$ cat src/rtl/ctrl_clock_cpu.sv
// CPU clock/step/reset controller: debounced keys, divider, HOLD/STEP/AUTO/BURST sequencing.
// Optional CLK_CTRL_HALT_EN adds a parada input that halts AUTO/BURST pulsing.
module ctrl_clock_cpu #(
  parameter int unsigned DIV_W    = 26,
  parameter int unsigned DEB_W    = 20,
  parameter int unsigned DEB_MAX  = 280000,
  parameter int unsigned CNT_W    = 16,
  parameter int unsigned RST_HOLD = 4
) (
  input  logic             clk,
  input  logic             rst,
  input  logic [DIV_W-1:0] divisor,
  input  logic [1:0]       modo,
  input  logic             chave_step,
  input  logic             chave_rst,
  input  logic [CNT_W-1:0] rajada,
`ifdef CLK_CTRL_HALT_EN
  input  logic             parada,
`endif
  output logic             cpu_en,
  output logic             cpu_rst,
  output logic [CNT_W-1:0] ciclos,
  output logic             ocupado,
  output logic             led_tick
);

  localparam int unsigned HW = $clog2(RST_HOLD + 1);
  localparam logic [DEB_W-1:0] DEB_LAST  = DEB_W'(DEB_MAX - 1);
  localparam logic [HW-1:0]    HOLD_LAST = HW'(RST_HOLD - 1);

  typedef enum logic [1:0] {StHold, StStep, StAuto, StBurst} state_e;

  // Bit 0 is the step key, bit 1 the reset key.
  logic [1:0]       key_s1_q, key_s2_q, lvl_q, lvl_prev_q;
  logic [DEB_W-1:0] deb_cnt_q [2];

  always_ff @(posedge clk) begin
    if (!rst) begin
      key_s1_q   <= '1;
      key_s2_q   <= '1;
      lvl_q      <= '1;
      lvl_prev_q <= '1;
      for (int i = 0; i < 2; i++) deb_cnt_q[i] <= '0;
    end else begin
      key_s1_q   <= {chave_rst, chave_step};
      key_s2_q   <= key_s1_q;
      lvl_prev_q <= lvl_q;
      for (int i = 0; i < 2; i++) begin
        if (key_s2_q[i] == lvl_q[i]) begin
          deb_cnt_q[i] <= '0;
        end else if (deb_cnt_q[i] == DEB_LAST) begin
          lvl_q[i]     <= key_s2_q[i];
          deb_cnt_q[i] <= '0;
        end else begin
          deb_cnt_q[i] <= deb_cnt_q[i] + DEB_W'(1);
        end
      end
    end
  end

  logic press_step, press_rst;
  assign press_step = lvl_prev_q[0] & ~lvl_q[0];
  assign press_rst  = lvl_prev_q[1] & ~lvl_q[1];

  state_e           state_q, tgt;
  logic [HW-1:0]    hold_cnt_q;
  logic [DIV_W-1:0] div_cnt_q;
  logic [CNT_W-1:0] resto_q;
  logic             halt_q, halt_set, tick, pulse;

  always_comb begin
    unique case (modo)
      2'b01:   tgt = StAuto;
      2'b10:   tgt = StBurst;
      default: tgt = StStep;
    endcase
  end

  // >= so that lowering the divisor mid-count fires at once.
  assign tick = (div_cnt_q >= divisor);

`ifdef CLK_CTRL_HALT_EN
  assign halt_set = parada & ((state_q == StAuto) | ((state_q == StBurst) & ocupado));
`else
  assign halt_set = 1'b0;
`endif

  always_comb begin
    pulse = 1'b0;
    if (state_q != StHold && !press_rst && tgt == state_q) begin
      case (state_q)
        StStep:  pulse = press_step;
        StAuto:  pulse = halt_q ? press_step : tick;
        StBurst: pulse = ocupado & (halt_q ? press_step : tick);
        default: pulse = 1'b0;
      endcase
    end
  end

  always_ff @(posedge clk) begin
    if (!rst) begin
      state_q    <= StHold;
      hold_cnt_q <= '0;
      div_cnt_q  <= '0;
      resto_q    <= '0;
      halt_q     <= 1'b0;
      cpu_en     <= 1'b0;
      cpu_rst    <= 1'b1;
      ciclos     <= '0;
      ocupado    <= 1'b0;
      led_tick   <= 1'b0;
    end else begin
      cpu_en <= pulse;
      if (pulse) begin
        if (ciclos != '1) ciclos <= ciclos + CNT_W'(1);
        led_tick <= ~led_tick;
      end
      if (state_q == StHold) begin
        cpu_rst   <= 1'b1;
        ciclos    <= '0;
        ocupado   <= 1'b0;
        div_cnt_q <= '0;
        halt_q    <= 1'b0;
        if (press_rst) begin
          hold_cnt_q <= '0;
        end else if (hold_cnt_q == HOLD_LAST) begin
          hold_cnt_q <= '0;
          state_q    <= tgt;
          cpu_rst    <= 1'b0;
        end else begin
          hold_cnt_q <= hold_cnt_q + HW'(1);
        end
      end else if (press_rst) begin
        state_q    <= StHold;
        cpu_rst    <= 1'b1;
        ciclos     <= '0;
        ocupado    <= 1'b0;
        div_cnt_q  <= '0;
        hold_cnt_q <= '0;
        halt_q     <= 1'b0;
      end else if (tgt != state_q) begin
        state_q   <= tgt;
        ocupado   <= 1'b0;
        div_cnt_q <= '0;
        halt_q    <= 1'b0;
      end else begin
        if (halt_set) halt_q <= 1'b1;
        case (state_q)
          StAuto: begin
            if (!halt_q) div_cnt_q <= tick ? '0 : div_cnt_q + DIV_W'(1);
          end
          StBurst: begin
            if (ocupado) begin
              if (!halt_q) begin
                div_cnt_q <= tick ? '0 : div_cnt_q + DIV_W'(1);
                if (tick) begin
                  resto_q <= resto_q - CNT_W'(1);
                  if (resto_q == CNT_W'(1)) ocupado <= 1'b0;
                end
              end
            end else if (press_step && rajada != '0) begin
              resto_q   <= rajada;
              ocupado   <= 1'b1;
              div_cnt_q <= '0;
            end
          end
          default: ;
        endcase
      end
    end
  end

endmodule
$ cat config.mk
export PLATFORM = sky130hd
export DESIGN_NAME = ctrl_clock_cpu
export DESIGN_NICKNAME = d
export VERILOG_FILES = /design/src/rtl/ctrl_clock_cpu.sv
export SDC_FILE = /design/constraint.sdc
export NUM_CORES = 1
export LEC_CHECK = 0
export ABC_AREA = 0
export CORE_ASPECT_RATIO = 1.75
export CORE_MARGIN = 5
export CORE_UTILIZATION = 57
export CTS_CLUSTER_SIZE = 25
export DETAILED_ROUTE_END_ITERATION = 6
export GPL_TIMING_DRIVEN = 1
export PLACE_DENSITY = 0.87
export RECOVER_POWER = 25
export SYNTH_ARGS = -nofsm -noshare
export SYNTH_HDL_FRONTEND = slang
export SYNTH_SLANG_ARGS = --single-unit
$ cat constraint.sdc
create_clock -name clk -period 3.2 [get_ports clk]
set_clock_uncertainty 0.05 [all_clocks]
set_input_delay 0.64 -clock clk [delete_from_list [all_inputs] [get_ports clk]]
set_output_delay 0.64 -clock clk [all_outputs]
set_load 0.005 [all_outputs]
### After elaboration in Yosys (flattened, before gate mapping)

Memory sizes are Yosys's and may differ from the RTL's.
Index checks and enable logic that the tools add are counted.

* register bits: 75
* input port bits: 48
* ROM bits: 0
* logic and storage cells: 133
* memories kept: 1
* bits in writable memories: 40
* latch bits: 0

* $mul: 0
* multiplexer cells: 56
* eq/ne operators: 18
* order comparisons: 1
* reduce and logical (&&, ||, !) cells: 19
* shifts and indexed selects: 0
* divide/modulo/power cells: 0
* bitwise operators: 18
* $add $sub $neg: 6

Memories
* deb_cnt_q: words 2, width 20, read ports 2, clocked after Yosys merged registers in 0, write ports 2, line 35 `logic [DEB_W-1:0] deb_cnt_q [2];`

Operator list (number)
* 20-bit two-way mux: 6
* 26-bit two-way mux: 3
* 26-bit case mux with 2 select lines: 1
* 16-bit two-way mux: 3
* 20-bit by 1-bit adder with 20-bit output (second input constant): 2
* 20-bit by 19-bit == test with 1-bit output (second input constant): 2
* 1-bit two-way mux: 32
* 26-bit by 1-bit adder with 26-bit output (second input constant): 1
* 26-bit >= comparator: 1
* 16-bit by 1-bit adder with 16-bit output (second input constant): 1
* 16-bit by 1-bit == test with 1-bit output (second input constant): 1
* 16-bit inequality test (second input constant): 1
* 16-bit nonzero test: 1
* 16-bit by 1-bit subtractor with 16-bit output (second input constant): 1
* 3-bit two-way mux: 4
* 2-bit two-way mux: 5
* 1-bit NOT: 9
* 2-bit AND reduction: 4
* 2-bit nonzero test: 4
* 2-bit == test (second input constant): 3
* 1-bit OR: 6
* 6-bit AND reduction: 1
* 2-bit by 1-bit == test with 1-bit output (second input constant): 2
* 2-bit by 1-bit inequality test with 1-bit output (second input constant): 2
* 17 further kinds: 22

### Logic depth before layout (Yosys ltp)

Gate-level depths: netlist of run 1.
An unclocked memory read counts as a cell.

* depth in word-level cells: 8
* depth in mapped cells: 11

### Worst setup path after synthesis of run 1

Ideal clock, no wire load.

* kind: input to register
* from: input port divisor[23]
* to: register div_cnt_q[12]
* arrival: 2.678 ns
* data required time: 3.080 ns
* path buffers: 0
* slack: 0.402 ns
* stages on the path: 9
* cells stage by stage: inv_1 ha_1 nand4_2 nor3_1 a2111oi_2 nand2_1 or2_2 or4_1 a21oi_1

* word-level cells in the longest chain between the ends: 4

Ends and longest elaborated chain
* from (decl): line 12 `input logic [DIV_W-1:0] divisor,`
* 26-bit >= comparator (*): line 80 `assign tick = (div_cnt_q >= divisor);`
* 26-bit two-way mux (*): line 150, 155
* 26-bit two-way mux: line 153 `if (ocupado) begin`
* 26-bit case mux with 2 select lines (*): line 148 `case (state_q)`
* to (signal assigned): line 150 `if (!halt_q) div_cnt_q <= tick ? '0 : div_cnt_q + DIV_W'(1);`
* to (signal assigned): line 155 `div_cnt_q <= tick ? '0 : div_cnt_q + DIV_W'(1);`
* to (decl): line 67 `logic [DIV_W-1:0] div_cnt_q;`

Every way passes the cells marked *; elsewhere a longest branch is shown, timed or not.
A chain may end at the register's enable or synchronous reset.

### Worst setup path after layout of run 1

* from: input port modo[1]
* to: register ciclos[3]

* word-level cells in the longest chain between the ends: 6

Ends and longest elaborated chain
* from (decl): line 13 `input logic [1:0] modo,`
* 2-bit == test or 2-bit by 1-bit == test with 1-bit output (tied branches): line 72 `unique case (modo)`
* 2-bit case mux with 2 select lines (*): line 72
* 2-bit == test (*): line 90 `if (state_q != StHold && !press_rst && tgt == state_q) begin`
* 1-bit logical AND (*): line 90
* 1-bit two-way mux (*): line 90
* 2-bit AND reduction (no source line) (*)
* to (signal assigned): line 115 `if (ciclos != '1) ciclos <= ciclos + CNT_W'(1);`
* to (decl): line 22 `output logic [CNT_W-1:0] ciclos,`

Marks and branches as above.

==> results of run 1 <==
==> layout make-up <==
type / instances / area [um2]
Clock inverter: 14 / 188
Clock buffer: 18 / 429
Multi-Input combinational cell: 611 / 3720
Timing Repair Buffer: 99 / 927
Tap cell: 132 / 165
Sequential cell: 115 / 2700
Inverter: 46 / 173
Fill cell: 787 / 2920
==> worst max-delay path: cells and delay by family <==
kind,cells,cell delay (ns)
AOI/OAI and AO/OA,4,0.58
adders and majority gates,1,0.32
buffers and inverters,3,0.70
and+or+nand+nor,3,1.09
==> sequential cells by signal, indices dropped and copies added (netlist names) <==
register	flops
ciclos	16
key_s2_q	2
lvl_prev_q	2
hold_cnt_q	3
key_s1_q	2
cpu_en	1
ocupado	1
state_q	2
div_cnt_q	26
resto_q	16
deb_cnt_q	40
lvl_q	2
led_tick	1
cpu_rst	1
==> placed cells by master, fill, tap and decap left out, types with 12 or more instances in the layout <==
cell type | Yosys | layout
or4_1 | 13 | 13
and3_1 | 17 | 17
o21ai_0 | 25 | 25
nor3_1 | 17 | 17
clkdlybuf4s50_1 | 0 | 47
dfxtp_1 | 75 | 75
clkbuf_16 | 0 | 17
nand2_1 | 66 | 66
nor2_1 | 104 | 104
inv_1 | 45 | 45
xnor2_1 | 22 | 22
nand3_1 | 37 | 37
dlygate4sd3_1 | 0 | 20
nor4_1 | 14 | 14
xor2_1 | 38 | 38
a21oi_1 | 40 | 40
conb_1 | 1 | 40
nand2b_1 | 12 | 12
buf_4 | 0 | 30
ha_1 | 34 | 34
nand4_1 | 22 | 22
edfxtp_1 | 40 | 40
==> per-stage QoR <==
stage | cell area [um2] | util (%)
after CTS | 8290 | 73.8
after detailed placement | 7670 | 68.3
after floorplan | 6700 | -
after global placement | 7670 | 68.3
after global routing | 8310 | 74.0
final | 8310 | 74.0
==> power by group <==
part | switching (W) | total, W | internal [W]
Sequential | 0.0000433 | 0.00160 | 0.00156
Combinational | 0.000142 | 0.000279 | 0.000136
Clock | 0.000691 | 0.00199 | 0.00130
==> timing repair <==
item | in CTS | in global routing
endpoints found under the setup margin | 0 | 39
hold buffers | 0 | 0
gates resized for setup | 0 | 5
==> worst max path at each step <==
stage               endpoint  slack, ns  cells after the start
6_report           ciclos[3]       0.14                     11
5_1_grt            ciclos[3]       0.01                     11
4_1_cts        div_cnt_q[12]       0.11                     13
3_5_place_dp      resto_q[5]      -0.29                     12
3_3_place_gp       ciclos[8]      -0.20                     11
2_1_floorplan  div_cnt_q[12]       0.40                      9
==> kinds of logic after synthesis <==
logic type | after synthesis
simple gates | 345
compound gates | 128
flops | 115
buf+inv | 71
xor+xnor | 60
fa+ha+maj | 34
mux | 4
other cells | 1
==> metal layers <==
| layer | wire (um) | global-route usage (%) | part of all wire, % |
|---|---|---|---|
| met4 | 722 | 13.9 | 4.4 |
| met1 | 6010 | 23.2 | 37 |
| met3 | 648 | 5.24 | 4.0 |
| met2 | 8970 | 45.1 | 55 |
| met5 | 0 | 0 | 0 |
==> out/results.ini, run 1 <==
[grt]
antenna_found_initial = 0
grt_overflow_total = 0
grt_max_degree = 31
grt_pass1_wl_mm = 27.0
first_global_vias = 6203
grt_usage_pct = 23.8

[setup_path]
worstPathMaxFanout = 30
crit_required_ns = 3.48
r2r_setup_slack_ns = 0.41
worst_setup_path_startpoint = modo[1]
cp_slowest_stage_delay_ns = 0.49
slowest_stage = or4_1
endpoint_kind = register
crit_type = in -> reg
reg2reg_depth = 10
worstPathCellList = clkdlybuf4s50_1 > inv_1 > ha_1 > nor4bb_1 > a31oi_1 > nor4_1 > a21boi_1 > a211oi_2 > buf_12 > or4_1 > a21oi_1
r2r-start = div_cnt_q[0]
arrival_ns = 3.34
r2r_end = div_cnt_q[12]
cp-start-kind = primary input

[synthesis]
netlist_top_cells_count = nor2_1 (104), dfxtp_1 (75), nand2_1 (66)
ys.warnings.count = 0
netlist_instances = 758
synth.distinct_cells = 59
synth_adder_area_share_pct = 6.50
synthFlopType = dfxtp_1
avgSynthCellArea_um2 = 8.64
ys_seq_area_share_pct = 41.3
synth-simple-area-share_pct = 26.5
synth-compound-area-share_pct = 12.8
synth_xor_area_share_pct = 8.02
async_reset_ff_share_pct = 0
synth_top_family_by_area = simple AND/OR/NAND/NOR gates
synth-seq-cells = 115
yosysMostFrequentCell = nor2_1
synth_edf_count = 40
netlist_area_mm2 = 0.00655
yosys-top-cells-area = dfxtp_1 (23%), edfxtp_1 (18%), ha_1 (6.5%)
synth_top_cell_by_area = dfxtp_1
synthMuxAreaShare_pct = 0.611
yosysTopAreaCellShare_pct = 22.9

[drt]
drt_iter0_drc = 336
ant_nets = 0
wirelength_mm = 16.4
drc = 0
wl_per_cell_um = 15.8
via_count = 6053
via_per_inst = 5.85
dr.pass1.iters = 5

[floorplan]
ios = 68
core_mm2 = 0.0112
rows = 51
dieHeight_um = 152
die_x_um = 91.0
die-area_mm2 = 0.0138
start_util_pct = 58.3

[sta]
finalCriticalPeriod_ns = 3.06
rsz0062_at_grt = no
tns_ns = 0
hold_slack_ns = 0.354
worst_pin_slew_ns = 0.918
hold_viol = 0
setup_viol = 0
finalWorstSetupSlack_ns = 0.142
min_period_over_period_pct = 95.6
maxSlewViolCount = 0
slew_headroom_pct = 38.7
fmaxAchievable_ghz = 0.327

[placed_design]
dp_cells = 1003
dp.final_hpwl_mm = 11.7
globalplace.congestion = 0.927
post-place-ws_ns = -0.293
port_buffers = 67

[worst_hold_path]
hp-class = reg -> reg
holdPathStages = 1
whs_endpoint = key_s2_q[1]
worstHoldStart = key_s1_q[1]

[run_status]
run_status = finished, final reports clean

[layout]
final_nets = 972
post_route_cells_drive_above_1_share_pct = 8.75
antenna_cells = 0
area_growth_pct = 26.9
fin_cells = 1035

[pwr]
peakVddDrop_v = 0.000439
pwr_density_cell_mw_per_mm2 = 465
leakage_nw = 3.25
total_power_w = 0.00387

[clock_network]
root_buffer = clkbuf_16
insertion_delay_ns = 0.41
cts_inserted_buffers = 17
cts.sink_count = 115
cts_tree = yes
cts_setup_buffers = 0
htreeDepth = 4
cts_max_path_buffers = 2
cts.clk_slew.worst_paths_ns = 0.05

[flow_run]
cap_viol_max_count = 0

Note: power is estimated with default switching activity, not from simulation.
==> run 2, diff against run 1 <==
Settings changed: SKIP_CTS_REPAIR_TIMING set to 1.
==> results of run 2 <==
Final layout, timing and power as in run 1 (identical DEF).
==> run 3, diff against run 2 <==
Settings changed: CELL_PAD_IN_SITES_DETAIL_PLACEMENT set to 0, CELL_PAD_IN_SITES_GLOBAL_PLACEMENT set to 2, CORE_UTILIZATION 57 to 35.
==> out/results.ini, run 3 (synthesis results as in run 1) <==
[floorplan]
core_mm2 = 0.0185  ; was 0.0112 mm2
ios = 68  ; unchanged
start_util_pct = 35.4  ; was 58.3%
die_x_um = 113  ; was 91.0 um
dieHeight_um = 191  ; was 152 um
rows = 66  ; was 51
die-area_mm2 = 0.0217  ; was 0.0138 mm2

[sta]
min_period_over_period_pct = 99.0  ; was 95.6%
tns_ns = 0  ; unchanged
setup_viol = 0  ; unchanged
maxSlewViolCount = 0  ; unchanged
hold_viol = 0  ; unchanged
worst_pin_slew_ns = 1.03  ; was 0.918 ns
fmaxAchievable_ghz = 0.316  ; was 0.327 GHz
finalCriticalPeriod_ns = 3.17  ; was 3.06 ns
hold_slack_ns = 0.364  ; was 0.354 ns
rsz0062_at_grt = yes  ; was no
finalWorstSetupSlack_ns = 0.0330  ; was 0.142 ns
slew_headroom_pct = 31.5  ; was 38.7%

[clock_network]
cts_max_path_buffers = 2  ; unchanged
cts_tree = yes  ; unchanged
root_buffer = clkbuf_16  ; unchanged
cts.sink_count = 115  ; unchanged
cts_inserted_buffers = 17  ; unchanged
cts.clk_slew.worst_paths_ns = 0.05  ; about the same
insertion_delay_ns = 0.41  ; about the same
htreeDepth = 4  ; unchanged

[layout]
area_growth_pct = 32.5  ; was 26.9%
largest_reg_flops = 40  ; unchanged
final_cell_mix = nor2_1 (103), dfxtp_1 (75), nand2_1 (65), clkdlybuf4s50_1 (47)  ; was nor2_1 (104), dfxtp_1 (75), nand2_1 (66), clkdlybuf4s50_1 (47), inv_1 (45)
regMostFlops = deb_cnt_q  ; unchanged
multi_input_area_mm2 = 0.00389  ; was 0.00372 mm2
post_route_cells_drive_above_1_share_pct = 12.1  ; was 8.75%
final_common_cell = nor2_1  ; unchanged
final_nets = 985  ; was 972
ff_latch_area_mm2 = 0.00270  ; unchanged
antenna_cells = 0  ; unchanged
fillerInstances = 1865  ; was 787
reg_top3 = deb_cnt_q: 40 flops, div_cnt_q: 26 flops  ; unchanged

[grt]
grt_pass1_wl_mm = 27.3  ; was 27.0 mm
grt_max_degree = 37  ; was 31
grt_usage_pct = 15.6  ; was 23.8%
grt_overflow_total = 0  ; unchanged
first_global_vias = 5773  ; was 6203
antenna_found_initial = 0  ; unchanged

[placed_design]
port_buffers = 67  ; unchanged
post-place-ws_ns = -0.525  ; was -0.293 ns
dp.final_hpwl_mm = 12.6  ; was 11.7 mm
globalplace.congestion = 0.816  ; was 0.927

[drt]
drt_iter0_drc = 198  ; was 336
dr.pass1.iters = 4  ; was 5
drc = 0  ; unchanged
ant_nets = 0  ; unchanged
via_per_inst = 5.01  ; was 5.85
wl_per_cell_um = 14.6  ; was 15.8 um
via_count = 5776  ; was 6053
wirelength_mm = 16.9  ; was 16.4 mm

[worst_hold_path]
hp-class = reg -> reg  ; unchanged

[pwr]
power_frac_seq_pct = 42.5  ; was 41.4%
pwr_density_cell_mw_per_mm2 = 433  ; was 465 mW/mm2
p_int_w = 0.00291  ; was 0.00299 W
leakage_nw = 3.31  ; was 3.25 nW
peakVddDrop_v = 0.000286  ; was 0.000439 V
switching_share_pct = 22.7  ; about the same
clkPwrFrac_pct = 49.8  ; was 51.4%
total_power_w = 0.00376  ; was 0.00387 W
p_sw_w = 0.000852  ; was 0.000877 W
combinationalPowerShare_pct = 7.7  ; was 7.2%

[setup_path]
cp_slowest_stage_delay_ns = 0.48  ; was 0.49 ns
worstPathCellList = clkdlybuf4s50_1 > inv_2 > ha_4 > nand2_4 > buf_4 > or3_4 > nor4_4 > o2111a_2 > a211oi_4 > buf_6 > or4_4 > a21oi_2  ; was clkdlybuf4s50_1 > inv_1 > ha_1 > nor4bb_1 > a31oi_1 > nor4_1 > a21boi_1 > a211oi_2 > buf_12 > or4_1 > a21oi_1
critPathTopFamily = simple AND/OR/NAND/NOR gates  ; unchanged
crit_buf_inv = 4  ; was 3
arrival_ns = 3.46  ; was 3.34 ns
endpoint_kind = register  ; unchanged
crit_type = in -> reg  ; unchanged
worstPathMaxFanout = 7  ; was 30
crit_required_ns = 3.49  ; was 3.48 ns
slowest_stage = clkdlybuf4s50_1  ; was or4_1
cp-start-kind = primary input  ; unchanged

[run_status]
run_status = finished, final reports clean  ; unchanged

[flow_run]
cap_viol_max_count = 0  ; unchanged

[run 3: cell type report]
type | instances | area share, %
sequential | 115 | 31.2
clock buffer | 23 | 5.52
tap | 238 | 3.43
timing repair buffer | 111 | 11.8
clock inverter | 8 | 1.17
multi-input combinational | 612 | 44.9
inverter | 46 | 1.99
[run 3: worst reg2reg max path, cell delays in order (launching register included)]
cell      delay (ns)
dfxtp_1         0.38
ha_4            0.30
nand2_1         0.06
buf_4           0.13
or3_4           0.41
nor4_4          0.31
o2111a_2        0.33
a211oi_4        0.10
buf_6           0.18
or4_4           0.41
a21oi_2         0.12
[run 3: per-layer routing]
metal	GRT usage, %	part of all wire [%]	vias to the layer above
li1	-	-	2952
met1	16.1	40	2732
met2	30.6	56	69
met3	2.85	2.3	23
met4	5.78	2.2	0
met5	0	0	-
[run 3: stage by stage]
step | cells | util [%] | area (um2)
floorplan | 797 | - | 6700
global placement | 1115 | 42.5 | 7860
detailed placement | 1115 | 42.5 | 7860
CTS | 1146 | 45.6 | 8440
global route | 1153 | 46.9 | 8670
finish | 1153 | 46.9 | 8670
[run 3: power by group through the flow]
stage	registers (W)	clock network, W	logic [W]
global placement	0.00163	0	0.000276
CTS	0.00160	0.00192	0.000279
global route	0.00160	0.00199	0.000321
floorplan	0.00161	0	0.000159
finish	0.00160	0.00187	0.000289
detailed placement	0.00163	0	0.000277
[run 3: worst paths after layout]
| kind | startpoint | to | slack (ns) | cells after the start |
|---|---|---|---|---|
| min | key_s1_q[1] | key_s2_q[1] | 0.36 | 1 |
| min reg2reg | key_s1_q[1] | key_s2_q[1] | 0.36 | 1 |
| max reg2reg | div_cnt_q[19] | ciclos[3] | 0.35 | 10 |
| max | divisor[20] | ciclos[3] | 0.03 | 12 |
